--- config.mk ---
export PLATFORM = sky130hd
export DESIGN_NAME = bellman_relax_flat
export DESIGN_NICKNAME = d
export VERILOG_FILES = /design/src/rtl/bellman_relax_pkg.sv /design/src/rtl/bellman_relax_if.sv /design/src/rtl/bellman_relax_eval.sv /design/src/rtl/bellman_relax.sv /design/src/flat_wrapper.sv
export SDC_FILE = /design/constraint.sdc
export NUM_CORES = 1
export LEC_CHECK = 0
export CORE_MARGIN = 1
export CORE_UTILIZATION = 40
export CTS_CLUSTER_DIAMETER = 60
export DETAILED_ROUTE_END_ITERATION = 7
export DONT_BUFFER_PORTS = 1
export GPL_TIMING_DRIVEN = 0
export SLEW_MARGIN = 15
export SYNTH_ARGS = -nofsm -noshare
export SYNTH_HDL_FRONTEND = slang
export SYNTH_SLANG_ARGS = --single-unit
--- constraint.sdc ---
create_clock -name clk -period 7.3 [get_ports clk]
set_clock_uncertainty 0.1 [all_clocks]
set_input_delay 1.46 -clock clk [delete_from_list [all_inputs] [get_ports clk]]
set_output_delay 1.46 -clock clk [all_outputs]
set_load 0.05 [all_outputs]
--- src/rtl/bellman_relax_pkg.sv ---
// Shared types, vertex-word helpers and the saturating weight adder used by
// the relaxation and cycle-detection stages.
package bellman_relax_pkg;

  localparam int NODES        = 4;
  localparam int WEIGHT_WIDTH = 7;
  localparam int PRED_WIDTH   = 1;
  localparam int VERT_WIDTH   = WEIGHT_WIDTH + PRED_WIDTH + 2;

  typedef logic signed [WEIGHT_WIDTH:0]   weight_t;
  typedef logic signed [WEIGHT_WIDTH+1:0] wide_t;
  typedef logic        [PRED_WIDTH:0]     idx_t;
  typedef logic        [VERT_WIDTH:0]     vert_t;

  typedef enum logic [2:0] {
    ST_IDLE,
    ST_INIT,
    ST_ADDR,
    ST_WAIT,
    ST_EVAL,
    ST_NEXT,
    ST_DONE
  } state_t;

  localparam weight_t W_MIN = {1'b1, {WEIGHT_WIDTH{1'b0}}};
  localparam weight_t W_MAX = {1'b0, {WEIGHT_WIDTH{1'b1}}};

  // The cycle flag is always packed as 0 by the relaxation stage.
  function automatic vert_t vert_pack(input idx_t pred, input weight_t w);
    return {1'b0, pred, w};
  endfunction

  function automatic wide_t wide_add(input weight_t a, input weight_t b);
    return wide_t'(a) + wide_t'(b);
  endfunction

  // One guard bit is enough: the sum of two weights never overflows wide_t.
  function automatic weight_t sat_weight(input wide_t s);
    if (s[WEIGHT_WIDTH+1] != s[WEIGHT_WIDTH]) begin
      return s[WEIGHT_WIDTH+1] ? W_MIN : W_MAX;
    end
    return s[WEIGHT_WIDTH:0];
  endfunction

  function automatic weight_t sat_add(input weight_t a, input weight_t b);
    return sat_weight(wide_add(a, b));
  endfunction

endpackage

--- src/rtl/bellman_relax_if.sv ---
// Memory-side bus of the relaxation stage: vertex matrix (two ports) and
// adjacency matrix read port.
interface bellman_relax_if;
  import bellman_relax_pkg::*;

  vert_t   vertmat_q_a;
  vert_t   vertmat_q_b;
  weight_t adjmat_q;
  idx_t    vertmat_addr_a;
  idx_t    vertmat_addr_b;
  vert_t   vertmat_data_b;
  logic    vertmat_we_b;
  idx_t    adjmat_row_addr;
  idx_t    adjmat_col_addr;

  modport master (
    input  vertmat_q_a, vertmat_q_b, adjmat_q,
    output vertmat_addr_a, vertmat_addr_b, vertmat_data_b, vertmat_we_b,
           adjmat_row_addr, adjmat_col_addr
  );

  modport slave (
    output vertmat_q_a, vertmat_q_b, adjmat_q,
    input  vertmat_addr_a, vertmat_addr_b, vertmat_data_b, vertmat_we_b,
           adjmat_row_addr, adjmat_col_addr
  );

endinterface

--- src/rtl/bellman_relax_eval.sv ---
// Combinational relaxation test: compares source weight plus edge against the
// destination weight and produces the saturated candidate.
module bellman_relax_eval
  import bellman_relax_pkg::*;
(
  input  weight_t svw,
  input  weight_t dvw,
  input  weight_t edge_w,
  output logic    update,
  output weight_t new_weight
);

  wide_t sum;

  // The comparison uses the unsaturated sum so a clipped result still
  // counts as an improvement when the true value is below the destination.
  assign sum        = wide_add(svw, edge_w);
  assign update     = (edge_w != '0) && (sum < wide_t'(dvw));
  assign new_weight = sat_weight(sum);

endmodule

--- src/rtl/bellman_relax.sv ---
// Bellman-Ford relaxation sequencer: initialises every vertex to a zero
// source, then sweeps all edges for up to NODES-1 passes with early exit.
module bellman_relax
  import bellman_relax_pkg::*;
(
  input  logic            clk,
  input  logic            relax_reset_n,
  input  logic            relax_start,
  bellman_relax_if.master mem,
  output logic            relax_busy,
  output logic            relax_done,
  output idx_t            relax_passes
);

  localparam idx_t LAST = idx_t'(NODES - 1);

  state_t  state_reg, state_next;
  idx_t    i_reg, i_next;
  idx_t    j_reg, j_next;
  idx_t    passes_reg, passes_next;
  logic    changed_reg, changed_next;

  weight_t svw, dvw, edge_w, new_weight;
  idx_t    passes_inc;
  logic    update;
  logic    unused_fields;

  assign svw           = mem.vertmat_q_a[WEIGHT_WIDTH:0];
  assign dvw           = mem.vertmat_q_b[WEIGHT_WIDTH:0];
  assign edge_w        = mem.adjmat_q;
  assign unused_fields = ^{mem.vertmat_q_a[VERT_WIDTH:WEIGHT_WIDTH+1],
                           mem.vertmat_q_b[VERT_WIDTH:WEIGHT_WIDTH+1]};
  assign passes_inc    = passes_reg + 1'b1;
  assign relax_passes  = passes_reg;

  bellman_relax_eval u_eval (
    .svw        (svw),
    .dvw        (dvw),
    .edge_w     (edge_w),
    .update     (update),
    .new_weight (new_weight)
  );

  always_ff @(posedge clk) begin
    if (!relax_reset_n) begin
      state_reg   <= ST_IDLE;
      i_reg       <= '0;
      j_reg       <= '0;
      passes_reg  <= '0;
      changed_reg <= 1'b0;
    end else begin
      state_reg   <= state_next;
      i_reg       <= i_next;
      j_reg       <= j_next;
      passes_reg  <= passes_next;
      changed_reg <= changed_next;
    end
  end

  always_comb begin
    state_next   = state_reg;
    i_next       = i_reg;
    j_next       = j_reg;
    passes_next  = passes_reg;
    changed_next = changed_reg;
    case (state_reg)
      ST_IDLE, ST_DONE: begin
        if (relax_start) begin
          state_next   = ST_INIT;
          i_next       = '0;
          j_next       = '0;
          passes_next  = '0;
          changed_next = 1'b0;
        end
      end
      // j doubles as the vertex counter while initialising.
      ST_INIT: begin
        if (j_reg == LAST) begin
          state_next = ST_ADDR;
          i_next     = '0;
          j_next     = '0;
        end else begin
          j_next = j_reg + 1'b1;
        end
      end
      ST_ADDR: state_next = (i_reg == j_reg) ? ST_NEXT : ST_WAIT;
      ST_WAIT: state_next = ST_EVAL;
      ST_EVAL: begin
        state_next = ST_NEXT;
        if (update) begin
          changed_next = 1'b1;
        end
      end
      ST_NEXT: begin
        state_next = ST_ADDR;
        if (j_reg != LAST) begin
          j_next = j_reg + 1'b1;
        end else if (i_reg != LAST) begin
          j_next = '0;
          i_next = i_reg + 1'b1;
        end else begin
          j_next      = '0;
          i_next      = '0;
          passes_next = passes_inc;
          if (passes_inc == LAST || !changed_reg) begin
            state_next = ST_DONE;
          end else begin
            changed_next = 1'b0;
          end
        end
      end
      default: state_next = ST_IDLE;
    endcase
  end

  always_comb begin
    mem.vertmat_addr_a  = '0;
    mem.vertmat_addr_b  = '0;
    mem.vertmat_data_b  = '0;
    mem.vertmat_we_b    = 1'b0;
    mem.adjmat_row_addr = '0;
    mem.adjmat_col_addr = '0;
    relax_busy          = 1'b0;
    relax_done          = 1'b0;
    case (state_reg)
      ST_INIT: begin
        mem.vertmat_addr_b = j_reg;
        mem.vertmat_data_b = vert_pack(j_reg, '0);
        mem.vertmat_we_b   = 1'b1;
        relax_busy         = 1'b1;
      end
      ST_ADDR, ST_WAIT, ST_EVAL, ST_NEXT: begin
        mem.vertmat_addr_a  = i_reg;
        mem.vertmat_addr_b  = j_reg;
        mem.adjmat_row_addr = i_reg;
        mem.adjmat_col_addr = j_reg;
        relax_busy          = 1'b1;
        if (state_reg == ST_EVAL) begin
          mem.vertmat_we_b   = update;
          mem.vertmat_data_b = vert_pack(i_reg, new_weight);
        end
      end
      ST_DONE: relax_done = 1'b1;
      default: ;
    endcase
  end

endmodule
--- src/flat_wrapper.sv ---
// flat-port wrapper written by rule: the top's interface ports become plain ports
module bellman_relax_flat import bellman_relax_pkg::*;
  (clk, relax_reset_n, relax_start, relax_busy, relax_done, relax_passes, mem_vertmat_q_a, mem_vertmat_q_b, mem_adjmat_q, mem_vertmat_addr_a, mem_vertmat_addr_b, mem_vertmat_data_b, mem_vertmat_we_b, mem_adjmat_row_addr, mem_adjmat_col_addr);
  bellman_relax_if mem_i ();
  input  logic clk;
  input  logic relax_reset_n;
  input  logic relax_start;
  output logic relax_busy;
  output logic relax_done;
  output idx_t relax_passes;
  input wire logic [$bits(mem_i.vertmat_q_a)-1:0] mem_vertmat_q_a;
  input wire logic [$bits(mem_i.vertmat_q_b)-1:0] mem_vertmat_q_b;
  input wire logic [$bits(mem_i.adjmat_q)-1:0] mem_adjmat_q;
  output wire logic [$bits(mem_i.vertmat_addr_a)-1:0] mem_vertmat_addr_a;
  output wire logic [$bits(mem_i.vertmat_addr_b)-1:0] mem_vertmat_addr_b;
  output wire logic [$bits(mem_i.vertmat_data_b)-1:0] mem_vertmat_data_b;
  output wire logic [$bits(mem_i.vertmat_we_b)-1:0] mem_vertmat_we_b;
  output wire logic [$bits(mem_i.adjmat_row_addr)-1:0] mem_adjmat_row_addr;
  output wire logic [$bits(mem_i.adjmat_col_addr)-1:0] mem_adjmat_col_addr;
  assign mem_i.vertmat_q_a = mem_vertmat_q_a;
  assign mem_i.vertmat_q_b = mem_vertmat_q_b;
  assign mem_i.adjmat_q = mem_adjmat_q;
  assign mem_vertmat_addr_a = mem_i.vertmat_addr_a;
  assign mem_vertmat_addr_b = mem_i.vertmat_addr_b;
  assign mem_vertmat_data_b = mem_i.vertmat_data_b;
  assign mem_vertmat_we_b = mem_i.vertmat_we_b;
  assign mem_adjmat_row_addr = mem_i.adjmat_row_addr;
  assign mem_adjmat_col_addr = mem_i.adjmat_col_addr;
  bellman_relax u_core (.clk(clk), .relax_reset_n(relax_reset_n), .relax_start(relax_start), .mem(mem_i), .relax_busy(relax_busy), .relax_done(relax_done), .relax_passes(relax_passes));
endmodule
# --- Word-level counts from Yosys, hierarchy flattened ---
# Index checks and enable logic that the tools add are counted.
word_totals:
  in_bits: 33
  mem_count: 0
  latchBits: 0
  ram_bits: 0
  ff_bits: 10
  rom_bits: 0
op_classes:
  n_eq_ne: 18
  order_cmp: 1
  n_div: 0
  n_mux: 37
  bitwise_logic: 0
  add_sub_neg: 4
  multipliers: 0
  reduce_logical: 16
  n_shift: 0
op_table:
  columns: ["operator", "count"]
  rows:
  - ["2-to-1 mux 8 bit", 3]
  - ["2-to-1 mux 2 bit", 11]
  - ["case mux 11 bit (2 select lines)", 1]
  - ["2-to-1 mux 3 bit", 6]
  - ["case mux 3 bit (6 select lines)", 1]
  - ["!= test 2 bit, second input constant", 6]
  - ["case mux 2 bit (3 select lines)", 2]
  - ["2-to-1 mux 10 bit", 1]
  - ["adder 8 x 8 -> 9 bit", 1]
  - ["equality test 3 bit, second input constant", 3]
  - ["less-than comparator 9 x 8 -> 1 bit", 1]
  - ["2-to-1 mux 1 bit", 9]
  - ["AND reduction 4 bit", 2]
  - ["nonzero test 8 bit", 1]
  - ["adder 2 x 1 -> 2 bit, second input constant", 3]
  - ["equality test 3 x 2 -> 1 bit, second input constant", 2]
  - ["AND reduction 6 bit", 1]
  - ["nonzero test 3 bit", 2]
  - ["OR reduction 5 bit", 1]
  - ["equality test 2 bit, second input constant", 2]
  - ["!= test 2 x 1 -> 1 bit, second input constant", 2]
  - ["case mux 2 bit (2 select lines)", 1]
  - ["AND reduction 2 bit", 2]
  - ["OR reduction 4 bit", 1]
  - ["other kinds (11)", 11]

# --- Longest topological paths before layout ---
logic_depth:
  ltp_word: 7
  ltp_mapped: 13

# --- Hierarchy ---
# From an unflattened synthesis, not the netlist that was laid out.
unflattened:
  hier_cells: 210
  area_unflattened_um2: 1622.8
by_module_without_submodules:
  columns: ["mod", "cells_per_inst", "area_per_inst_um2", "instances"]
  rows:
  - ["bellman_relax_eval", 114, 837.1, 1]
  - ["bellman_relax", 96, 785.8, 1]

# --- Worst setup path after synthesis ---
# OpenSTA, ideal clock, no wires.
synth_timing:
  path_type: "input-to-output"
  from: "input mem_adjmat_q[0]"
  to: "output mem_vertmat_we_b"
  setup_slack_ps: 1745
  path_stages: 13
  arrival_time_ps: 3995
  n_path_buf: 0
  cell_sequence: "ha_1 > inv_1 > fa_1 > nor2b_4 > o31a_1 > o31a_1 > nor3_2 > ha_1 > a21oi_1 > nand3_1 > a31oi_1 > o21ai_1 > o21ai_0"
synth_via:
  elab_chain_len: 5
  word_cells_on_any_way: 6
  cone_classes: "add/sub (1); order compare (1); mux (2); reduce/logical (2)"
synth_rtl:
  columns: ["item", "line", "source"]
  rows:
  - ["from (decl)", "flat_wrapper.sv:13", "input wire logic [$bits(mem_i.adjmat_q)-1:0] mem_adjmat_q;"]
  - ["adder 8 x 8 -> 9 bit", "bellman_relax_pkg.sv:34", "return wide_t'(a) + wide_t'(b);"]
  - ["less-than comparator 9 x 8 -> 1 bit", "bellman_relax_eval.sv:18", "assign update = (edge_w != '0) && (sum < wide_t'(dvw));"]
  - ["logical AND 1 bit (*)", "bellman_relax_eval.sv:18", null]
  - ["2-to-1 mux 1 bit (*)", "bellman_relax.sv:138", "if (state_reg == ST_EVAL) begin"]
  - ["case mux 1 bit (2 select lines) (*)", "bellman_relax.sv:125", "case (state_reg)"]
  - ["to (decl)", "flat_wrapper.sv:17", "output wire logic [$bits(mem_i.vertmat_we_b)-1:0] mem_vertmat_we_b;"]
# Mark *: on every way between the ends. The rest lies on a longest branch, timed or not.

# --- Worst setup path in the final report ---
# Same ends and word-level chain as after synthesis.

==> impl_metrics.csv <==
group,metric,value,unit
floorplan,fp.coreArea,3420,sq um
power_and_ir_drop,p_sw,0.0781,mW
logic_synthesis,syn_area,1460,sq um
drt,vias,1379,
drt,wl_per_cell,13.1,um
setup_path,critPathLaunchType,"input port",
logic_synthesis,synth_most_common_cell,"ha_1",
floorplan,die_x,62.3,um
drt,finalWirelength,3.29,mm
setup_path,cpPeakStageDelay,0.55,ns
drt,firstDrtPassIters,4,
power_and_ir_drop,pwr-share-comb,50.0,%
logic_synthesis,synth_edf_count,0,
setup_path,cp.depth,13,
finish,drive_gt1_share,7.32,%
place,dp_hpwl,2.73,mm
logic_synthesis,synthAdderAreaFrac,19.4,%
timing,slew_violations,0,
timing,rsz0062_at_grt,"false",
place,dpl-instance-area,1510,sq um
finish,final_cells,251,
setup_path,crit_path_end,"mem_vertmat_we_b",
clock_tree,clock-sinks,10,
power_and_ir_drop,p_per_area,124,nW/um^2
finish,fin_nets,262,
logic_synthesis,synth_top_family_by_area,"simple AND/OR/NAND/NOR gates",
grt,grt_max_degree,11,
setup_path,r2r_setup_slack,5.49,ns
grt,grt_pass1_vias,1262,
place,io_buffers,0,
grt,overflow,0,
floorplan,ios,57,
finish,largest_reg_flops,3,
timing,worstMarginPinSlew,1.18,ns
setup_path,cp_num_buf_inv,1,
setup_path,crit_arrival,4.24,ns
logic_synthesis,ys_top_cells_by_area,"ha_1 (18%), dfxtp_1 (14%), a21oi_1 (6.9%)",
clock_tree,clock_latency,0.26,ns
grt,grt.total_usage,17.8,%
logic_synthesis,synth_seq_cells,10,
logic_synthesis,synth_cells,202,
setup_path,cp-startpoint,"mem_adjmat_q[0]",
logic_synthesis,yosys.area_share.simple,28.2,%
logic_synthesis,muxShareOfSynthArea,0.688,%
power_and_ir_drop,leakage,0.686,nW
setup_path,timing.rr.end,"u_core.state_reg[2]",
place,gp_congestion,0.873,
clock_tree,cts_made_buffers,3,
grt,grt_pass1_wl,5.69,mm
logic_synthesis,synth_seq_area_share,13.8,%
finish,diodes,0,
logic_synthesis,yosysWarnings,0,
setup_path,crit_type,"in -> out",
clock_tree,htree_levels,1,
power_and_ir_drop,swShare,41.0,%
timing,setup_tns,0,ns
setup_path,path_delay_family,"compound AO/OA/AOI/OAI gates",
clock_tree,cts-resized-gates,0,
outcome,status,"completed",
floorplan,fp.dieH,62.3,um
clock_tree,clock_path_buffers,2,
logic_synthesis,synth_xor_area_share,4.21,%
setup_path,crit_path_max_fanout,4,
timing,fmax,0.172,GHz
timing,hold_viol_final,0,
timing,max-slew-margin-rel,21.1,%
drt,via_per_inst,5.49,
logic_synthesis,async_flop_share,0,%
setup_path,required,5.74,ns
finish,area_growth,5.50,%
clock_tree,root_buffer,"clkbuf_4",
floorplan,dieArea,3880,sq um
power_and_ir_drop,p_int,0.112,mW
clock_tree,cts_tree,"done",
drt,drt_first_iter_violations,52,
drt,drc_errors,0,
clock_tree,hold_buffers,0,
timing,finalCriticalPeriod,5.80,ns
timing,holdWs,0.439,ns
setup_path,rr_worst_depth,7,
drt,ant_nets,0,
place,dpl.cell_count,248,
clock_tree,post-cts-setup-buffers,0,
logic_synthesis,yosys.area.top_type,"ha_1",
logic_synthesis,synth_ff_type,"dfxtp_1",
finish,postLayoutCoreUtil,44.9,%
setup_path,timing.rr.start,"u_core.relax_passes[0]",
logic_synthesis,synthTopCellsByCount,"ha_1 (21), a21oi_1 (20), inv_1 (19)",
timing,setup_viol,0,
setup_path,cp-end-kind,"output port",
setup_path,crit_path_top_delay_cell,"o21ai_1",
job,cap_violations,0,
logic_synthesis,yosys.area.top_type_share,18.1,%
timing,period_share,79.5,%
logic_synthesis,synth.distinct_cells,45,
worst_hold_path,min_path_type,"reg -> reg",
logic_synthesis,avgSynthCellArea,7.20,sq um
floorplan,fp-row-count,21,
finish,fillers,361,
power_and_ir_drop,ir_worst_vdd,0.0621,mV
logic_synthesis,syn_nets,257,
logic_synthesis,synth-compound-area-share,24.8,%
setup_path,worstPathCellList,"ha_1 -> inv_1 -> fa_1 -> nor2b_4 -> o31a_1 -> o31a_1 -> nor3_2 -> ha_1 -> a21oi_1 -> nand3_1 -> a31oi_1 -> o21ai_1 -> o21ai_1",
finish,post-route-cell-area,1540,sq um
power_and_ir_drop,p_seq_share,30.2,%
clock_tree,clkTransAtPathRegs,0.06,ns
power_and_ir_drop,pwr-share-clk,19.8,%
floorplan,start_util,42.6,%
grt,antenna_found_initial,0,
## cell usage in the layout (no fill, tap or decap), types with 2 or more instances in the layout
cell type and instances:
nor3_1 7, buf_2 2, buf_4 4, dfxtp_1 10
o21ai_1 2, inv_1 19, nor2_1 14, clkbuf_4 3
a21oi_1 20, xnor2_1 3, a22oi_1 3, clkbuf_1 4
nand4_1 2, nand3_1 6, nor4_1 3, nor2b_1 10
nand2b_1 3, a2bb2o_4 2, xor2_1 4, and2_1 10
o21ai_0 13, nand2_1 15, o31a_1 2, o2111ai_1 2
ha_1 21
## power groups by stage
| stage | sequential, mW | clock, mW | combinational, mW |
|---|---|---|---|
| 2_1_floorplan | 0.0581 | 0 | 0.0786 |
| 3_3_place_gp | 0.0586 | 0 | 0.0939 |
| 3_5_place_dp | 0.0586 | 0 | 0.0949 |
| 4_1_cts | 0.0573 | 0.0395 | 0.0956 |
| 5_1_grt | 0.0577 | 0.0426 | 0.110 |
| 6_report | 0.0574 | 0.0378 | 0.0952 |
## worst min-delay path: cells and delay by family, from the launching register on
kind | cells | cell delay [ns]
flops | 1 | 0.35
compound gates | 2 | 0.15
## cell families (layout without fill, tap and decap cells)
logic type | count (synthesis) | count (layout)
AOI/OAI and AO/OA | 55 | 55
xor gates and xnor gates | 7 | 7
adders and majority gates | 22 | 22
buffers and inverters | 29 | 32
DFF | 10 | 10
muxes | 1 | 1
other | 1 | 1
and+or+nand+nor | 77 | 77
## area by class of cell
cell class / instances / area (sq um) / share of cell area [%]
plain buffers: 10 / 55.1 / 3.59
clock buffers: 3 / 22.5 / 1.47
inverters: 19 / 71.3 / 4.65
multi-input cells: 163 / 1130 / 73.5
flip-flops and latches: 10 / 200 / 13.0
well taps: 46 / 57.6 / 3.75
## metal layers
metal	up-vias	global-route usage [%]	wire length, um
met5	-	0	0
met1	612	25.7	1700
li1	719	-	-
met4	0	0	0
met3	0	6.62	265
met2	48	26.8	1320
## per-stage QoR
stage / power (mW) / setup slack [ns]
finish: 0.190 / 1.50
global placement: 0.153 / 1.51
global route: 0.210 / 1.28
detailed placement: 0.154 / 1.51
floorplan: 0.137 / 1.74
CTS: 0.192 / 1.49
## worst min path at each step
stage / startpoint / to / slack (ns) / cells after the start
after floorplan: u_core.i_reg[1] / u_core.i_reg[1] / 0.40 / 2
after global placement: u_core.i_reg[1] / u_core.i_reg[1] / 0.43 / 2
after detailed placement: u_core.i_reg[1] / u_core.i_reg[1] / 0.43 / 2
after CTS: u_core.i_reg[1] / u_core.i_reg[1] / 0.44 / 2
after global routing: u_core.i_reg[1] / u_core.i_reg[1] / 0.48 / 2
final: u_core.i_reg[1] / u_core.i_reg[1] / 0.44 / 2
Power figures use the tool's default switching activity.
